--- src/rtl/scan_sequencer.sv ---
// Scan sequencer: walks the eight 3-to-8 decoder channels in a programmable
// direction, skipping masked channels, with a decoder-disabled blanking gap before each one.
module scan_sequencer #(
    parameter int unsigned BLANK_CYC = 2,
    parameter int unsigned DWELL_W   = 16
) (
    input  logic               clk,
    input  logic               rst,
    input  logic               run,
    input  logic               step,
    input  logic               dir,
    input  logic [DWELL_W-1:0] dwell,
    input  logic [7:0]         mask,
    output logic               A,
    output logic               B,
    output logic               C,
    output logic               G1,
    output logic               GA,
    output logic               GB,
    output logic               wrap
);

    typedef enum logic [1:0] {OFF, BLANK, SHOW} state_t;

    localparam logic [3:0] BLANK_LAST = 4'(BLANK_CYC - 1);

    state_t             state_q, state_d;
    logic [2:0]         chan_q, chan_d;
    logic [DWELL_W-1:0] dcnt_q, dcnt_d;
    logic [3:0]         bcnt_q, bcnt_d;
    logic               wrap_q, wrap_d;
    logic [2:0]         next_chan;
    logic               advance;

    // First enabled channel at or after start, walking in direction d modulo 8.
    function automatic logic [2:0] search(input logic [2:0] start, input logic d,
                                          input logic [7:0] m);
        logic [2:0] idx;
        logic [2:0] res;
        logic       found;
        res   = start;
        found = 1'b0;
        for (int unsigned i = 0; i < 8; i++) begin
            idx = d ? start - 3'(i) : start + 3'(i);
            if (!found && m[idx]) begin
                res   = idx;
                found = 1'b1;
            end
        end
        return res;
    endfunction

    always_comb begin
        state_d   = state_q;
        chan_d    = chan_q;
        dcnt_d    = dcnt_q;
        bcnt_d    = bcnt_q;
        wrap_d    = 1'b0;
        advance   = 1'b0;
        next_chan = search(dir ? chan_q - 3'd1 : chan_q + 3'd1, dir, mask);

        if (mask == '0) begin
            state_d = OFF;
        end else begin
            case (state_q)
                OFF: begin
                    state_d = BLANK;
                    chan_d  = search(chan_q, dir, mask);
                    bcnt_d  = '0;
                end
                BLANK: begin
                    if (bcnt_q == BLANK_LAST) begin
                        state_d = SHOW;
                        dcnt_d  = '0;
                    end else begin
                        bcnt_d = bcnt_q + 4'd1;
                    end
                end
                SHOW: begin
                    // A channel masked off while shown is abandoned immediately.
                    advance = !mask[chan_q] || (run && (dcnt_q >= dwell)) || (!run && step);
                    if (advance) begin
                        state_d = BLANK;
                        chan_d  = next_chan;
                        bcnt_d  = '0;
                        wrap_d  = dir ? (next_chan >= chan_q) : (next_chan <= chan_q);
                    end else if (run) begin
                        dcnt_d = dcnt_q + DWELL_W'(1);
                    end
                end
                default: state_d = OFF;
            endcase
        end
    end

    always_ff @(posedge clk) begin
        if (rst) begin
            state_q <= OFF;
            chan_q  <= '0;
            dcnt_q  <= '0;
            bcnt_q  <= '0;
            wrap_q  <= 1'b0;
        end else begin
            state_q <= state_d;
            chan_q  <= chan_d;
            dcnt_q  <= dcnt_d;
            bcnt_q  <= bcnt_d;
            wrap_q  <= wrap_d;
        end
    end

    assign {C, B, A} = chan_q;
    assign G1        = (state_q != OFF);
    assign GA        = (state_q != SHOW);
    assign GB        = (state_q == OFF);
    assign wrap      = wrap_q;

endmodule

--- config.mk ---
export PLATFORM = sky130hd
export DESIGN_NAME = scan_sequencer
export DESIGN_NICKNAME = d
export VERILOG_FILES = /design/src/rtl/scan_sequencer.sv
export SDC_FILE = /design/constraint.sdc
export NUM_CORES = 1
export LEC_CHECK = 0
export CAP_MARGIN = 20
export CORE_ASPECT_RATIO = 1.4
export CORE_MARGIN = 5
export CORE_UTILIZATION = 40
export DETAILED_ROUTE_END_ITERATION = 10
export PLACE_DENSITY = 0.56
export REMOVE_ABC_BUFFERS = 1
export SLEW_MARGIN = 10
export SYNTH_ARGS = -nofsm -noshare
export SYNTH_HDL_FRONTEND = slang
export SYNTH_SLANG_ARGS = --single-unit
--- constraint.sdc ---
create_clock -name clk -period 6.1 [get_ports clk]
set_input_delay 1.22 -clock clk [delete_from_list [all_inputs] [get_ports clk]]
set_output_delay 1.22 -clock clk [all_outputs]
set_load 0.02 [all_outputs]
# Word level (Yosys, flattened, before mapping)
# Index checks and enable logic that the tools add are counted.
dict set report op_classes {
  reduce_logical 46
  n_lt_le_gt_ge 18
  n_bitwise 3
  addsub 30
  mux 99
  n_eq_ne 10
}
# cell n
set op_table {}
lappend op_table {{3-bit 2-to-1 mux} 29}
lappend op_table {{3-bit by 4-bit < comparator with 1-bit output, second input constant} 15}
lappend op_table {{16-bit 2-to-1 mux} 3}
lappend op_table {{1-bit binary-select mux with 3-bit select} 15}
lappend op_table {{1-bit 2-to-1 mux} 44}
lappend op_table {{16-bit case mux with 2 select lines} 1}
lappend op_table {{3-bit adder, second input constant} 8}
lappend op_table {{3-bit subtractor, second input constant} 8}
lappend op_table {{16-bit by 1-bit adder with 16-bit output, second input constant} 1}
lappend op_table {{16-bit >= comparator} 1}
lappend op_table {{1-bit logical AND} 16}
lappend op_table {{1-bit logical NOT} 16}
lappend op_table {{3-bit by 2-bit adder with 3-bit output, second input constant} 4}
lappend op_table {{2-bit inequality test, second input constant} 6}
lappend op_table {{4-bit case mux with 3 select lines} 1}
lappend op_table {{3-bit by 2-bit subtractor with 3-bit output, second input constant} 4}
lappend op_table {{8-bit logical NOT} 1}
lappend op_table {{4-bit 2-to-1 mux} 2}
lappend op_table {{8-bit by 1-bit inequality test with 1-bit output, second input constant} 1}
lappend op_table {{4-bit AND reduction} 2}
lappend op_table {{3-bit by 1-bit adder with 3-bit output, second input constant} 2}
lappend op_table {{2-bit case mux with 3 select lines} 1}
lappend op_table {{3-bit case mux with 2 select lines} 1}
lappend op_table {{2-bit nonzero test} 3}
lappend op_table {{16 further kinds} 21}
dict set report totals {
  reg_bits 26
  in_bits 29
  word_cells 211
}

# Logic depth before layout (Yosys ltp)
dict set report logic_depth {
  depth_word 39
  depth_mapped 19
}

# Worst setup path before layout
# Ideal clock, no wire load.
dict set report synth_path {
  path_kind {input -> register}
  startpoint {input port dir}
  endpoint {register wrap_q, in the netlist wrap}
  setup_slack_ns 1.214
  cell_stages 17
  t_required_ns 6.022
  n_path_buf 2
  t_arrival_ns 4.809
  path_cell_list {buf_4 -> inv_1 -> fa_1 -> buf_4 -> mux4_2 -> nand2b_1 -> and2_1 -> or3b_2 -> a31oi_1 -> a311oi_1 -> or2_1 -> ha_1 -> a21o_1 -> a21oi_1 -> xnor2_1 -> a31oi_1 -> nor3_1}
}
dict set report synth_via {
  elab_chain_len 27
}
# element line
set synth_rtl {}
lappend synth_rtl {{from (decl)} 11} ;# input logic dir,
lappend synth_rtl {{3-bit 2-to-1 mux} 60} ;# next_chan = search(dir ? chan_q - 3'd1 : chan_q + 3'd1, dir, mask);
lappend synth_rtl {{3-bit by 1-bit adder with 3-bit output, or another cell as far along} 44} ;# idx = d ? start - 3'(i) : start + 3'(i);
lappend synth_rtl {{3-bit 2-to-1 mux or 1-bit 2-to-1 mux (tied branches)} {44, 45}}
lappend synth_rtl {{1-bit binary-select mux with 3-bit select or 1-bit 2-to-1 mux (tied branches)} 45} ;# if (!found && m[idx]) begin
lappend synth_rtl {{1-bit 2-to-1 mux (not written as such) or 1-bit logical NOT (tied branches)} 45}
lappend synth_rtl {{1-bit logical AND} 45}
lappend synth_rtl {{1-bit 2-to-1 mux} 45}
lappend synth_rtl {{1-bit logical NOT} 45}
lappend synth_rtl {{[... 11 more ...]} -}
lappend synth_rtl {{1-bit logical NOT} 45}
lappend synth_rtl {{1-bit logical AND} 45}
lappend synth_rtl {{1-bit 2-to-1 mux} 45}
lappend synth_rtl {{1-bit logical NOT} 45}
lappend synth_rtl {{1-bit logical AND} 45}
lappend synth_rtl {{3-bit 2-to-1 mux} 45}
lappend synth_rtl {{3-bit less-or-equal comparator or 3-bit >= comparator (tied branches)} 86} ;# wrap_d = dir ? (next_chan >= chan_q) : (next_chan <= chan_q);
lappend synth_rtl {{1-bit 2-to-1 mux *} 86}
lappend synth_rtl {{to (signal assigned)} 108} ;# wrap_q <= wrap_d;
lappend synth_rtl {{to (decl)} 31} ;# logic wrap_q, wrap_d;
# Mark *: on every way between the ends. The rest lies on a longest branch, timed or not. The select of a mux whose other input is x is not followed.
# A chain may end at the register's enable or synchronous reset.

# Final worst setup path
# Ends and elaborated chain as after synthesis.

==> reports/results.txt <==
The later-pin clock latency in the skew report came out at 270 ps. Fmax: 0.187 GHz. The flow ran to the end, and the final reports show no timing, DRC or antenna violations. Arrival time of data at the critical path endpoint: 5530 ps. The clock passes through at most 2 buffers. The most numerous cell type found on the critical path is sky130_fd_sc_hd__a31oi_1. The tools report the post-layout utilization of the core as 0.471. Among all stages on the critical path, the largest delay is contributed by sky130_fd_sc_hd__fa_1.

The run gives 0.00780 mm2 as the core region area. The number of antenna diodes is 0, and the number of buffers inserted for hold repair after clock tree synthesis is 0. Row count: 38. IR analysis of the VDD net gives a maximum drop of 473 uV. The post-CTS clock slew at the launch and capture registers of the worst setup and hold paths came out at 90 ps.

The tools report the switching power summed over all nets as 1.02 mW. The largest area contributor in the netlist is sky130_fd_sc_hd__dfxtp_1. The placed standard-cell area was 0.00363 mm2. Power spread over the standard cell area amounts to 544 mW/mm2. The final layout contains routed wiring with a total length of 8.58 mm. The max-slew violation total from the final report was 0.

The tightest min-delay check is of the reg -> reg type. The worst setup path is launched from an input port. The worst setup path is of the in -> reg kind. The sequential share of power is 0.102, and the initial cell density of the core is 0.411. The final critical delay including setup and external delays came out at 5340 ps. After detailed routing, the number of remaining DRC violations is 0. The most used flip-flop cell after synthesis is sky130_fd_sc_hd__dfxtp_1. The run gives 0.162 as the proportion of synthesized chip area in sequential cells. The number of different library cells in the post-synthesis netlist is 69. The tools report the number of H-tree branching levels as 1. The commonest cells after synthesis are sky130_fd_sc_hd__inv_1 (30), sky130_fd_sc_hd__dfxtp_1 (26), sky130_fd_sc_hd__nand2_1 (26). Data on the critical path is required at its endpoint by 6290 ps. Across the run, the number of max-cap violations was 0.

The tools report the initial detailed-routing violation count as 146. Setup violations remaining at the end of the flow were counted as 0. The share of total power in the clock network is 0.049, and the largest fanout of any net on the critical path is 12. At the placement stage, the worst setup path has a slack of 462 ps. The die covers 0.00994 mm2. For this design the static power due to leakage is 1.42 nW. STA classifies the critical path endpoint as a register.

Summed over all nets, the half-perimeter wirelength after detailed placement is 7.02 mm. Input and output buffers added on the ports amount to 35. The logs give 0.566 for the worst slew margin relative to its limit and 759 ps for the slack of the critical path. The clock drives 26 sinks.

The combinational cell fraction of total power was 0.850; the number of synthesized flops with an enable pin was 0. Die span in x: 85.7 um. Setup repair after global routing left no endpoint under its margin.

The worst clock skew is 1.65 ps. In this run the vertical extent of the chip is 116 um. The cell count after synthesis came out at 381. For this design the top-level I/O count stands at 36.

The total overflow left after global routing is 0. Setup total negative slack on the finished layout was measured at 0 ps. The signal on the critical path passes through clkdlybuf4s50_1 -> inv_1 -> fa_1 -> mux4_2 -> nand2b_1 -> and2_1 -> or3b_2 -> a31oi_1 -> a311oi_1 -> or2_1 -> ha_1 -> a21o_1 -> a21oi_1 -> xnor2_1 -> a31oi_1 -> nor3_1. TritonCTS built the clock tree.

Before antenna repair, the detailed router went through 4 iterations. The layout cell share with drive strength beyond 1 came out at 0.0995. The first global-routing pass estimated 14.4 mm of wire.

The cell sitting at the root of the clock tree is a sky130_fd_sc_hd__clkbuf_8. At the pin with the least slew margin, the transition time is 645 ps. Internal power comes to 981 uW.

In the post-synthesis netlist, the cell with the most instances is sky130_fd_sc_hd__inv_1. Ranked by total cell area, the synthesized netlist is headed by sky130_fd_sc_hd__dfxtp_1 (16%), sky130_fd_sc_hd__ha_1 (9.0%), sky130_fd_sc_hd__mux4_2 (7.7%). The share of flip-flops with an asynchronous set or reset was 0; the vias after detailed routing was 2976.

The area share of the largest cell type after synthesis was 0.162; the via count of the first global-routing pass was 2981. The area growth from synthesis to layout is 14.5%. The synthesized design contains 26 register bits.

A synthesized cell averages 8.42 um2. The initial antenna violation count came out at 0. The delay contributed by the slowest stage of the critical path is 880 ps.

Entering global routing, the biggest net connects 25 pins. The routed length per instance is 16.8 um, and the count of nets left with antenna violations after detail routing is 0. After routing the design area is 0.00367 mm2.

The logs give 0.181 for the global-route total usage across every layer and 0.00321 mm2 for the mapped cell area. The Yosys step of the flow raised 0 warnings. The total count of hold-check failures in the final report is 0. Routability-driven placement finished with a final weighted congestion of 0.893. After the last flow step, the layout net total stands at 469. The proportion of total power due to net switching was 0.509; the period utilization was 0.875. The post-cts resize count is 0, and the number of CTS-inserted buffers is 3.

The average via count per standard cell was 5.81. The number of setup buffers added after CTS is 0.
==> cells by family after synthesis <==
logic type               after synthesis  share of synthesized area
AND/OR/NAND/NOR                      132                      0.225
AO/OA/AOI/OAI                        103                      0.211
buffers and inverters                 42                     0.0616
multiplexers                          35                      0.166
adder cells (fa/ha/maj)               26                      0.108
flip-flops                            26                      0.162
XOR/XNOR                              17                     0.0655
==> critical path: cells and delay by family <==
| kind | cells | cell delay, ps |
|---|---|---|
| adders and majority gates | 2 | 1180 |
| muxes | 1 | 600 |
| and+or+nand+nor | 5 | 1130 |
| AOI/OAI and AO/OA | 5 | 670 |
| xor gates and xnor gates | 1 | 140 |
| buffers and inverters | 2 | 590 |
==> cell usage in the layout (no fill, tap or decap), drive strengths merged, types with 5 or more instances in the layout <==
master	Yosys	final
clkdlybuf4s50	0	35
inv	31	31
o21ai	27	27
nand2	26	26
dfxtp	26	26
a21oi	25	25
nor2	25	25
ha	23	23
mux2i	18	18
mux4	11	11
or3	11	11
nand3	10	10
xor2	9	9
and2	9	9
and3	8	8
nor3	8	8
nand4	8	8
a31oi	7	7
nand2b	7	7
a211oi	7	7
or2	7	7
mux2	6	6
xnor2	5	5
o211ai	5	5
==> routing by layer <==
metal,GRT usage,vias up,share of wire
met5,0,-,0
met4,0.0634,0,0.021
met3,0.0107,14,0.032
met2,0.366,61,0.55
met1,0.194,1409,0.39
li1,-,1492,-
==> registers in the layout, summed over array words and instances, names as in the netlist <==
name and cells:
chan_q 3, state_q 2, dcnt_q 16, wrap 1, bcnt_q 4
==> power groups by stage <==
stage                     logic [mW]  registers, mW  clock network, mW
after CTS                       1.70          0.203              0.102
after floorplan                 1.28          0.246                  0
after detailed placement        1.69          0.207                  0
after global placement          1.69          0.207                  0
final                           1.70          0.203             0.0970
after global routing            1.89          0.205              0.108
==> area by class of cell <==
class	count	area, um2
clock buffer	3	41.3
fill	801	4120
inverter	31	116
multi-input combinational	313	2490
sequential	26	520
tap	100	125
timing repair buffer	39	380
==> final timing paths <==
check	to	slack [ps]	cells after the start	start
setup / recovery	wrap	760	16	dir
hold / removal	bcnt_q[1]	490	2	bcnt_q[1]
setup reg to reg	wrap	1460	16	chan_q[1]
hold reg to reg	bcnt_q[1]	490	2	bcnt_q[1]
==> per-stage QoR <==
step                hold slack [ps]  instances  total power [mW]
floorplan                       451        370              1.53
global placement                476        509              1.90
detailed placement              478        509              1.90
CTS                             491        512              2.01
global route                    513        512              2.20
finish                          486        512              2.00
Note: power is estimated with default switching activity, not from simulation.
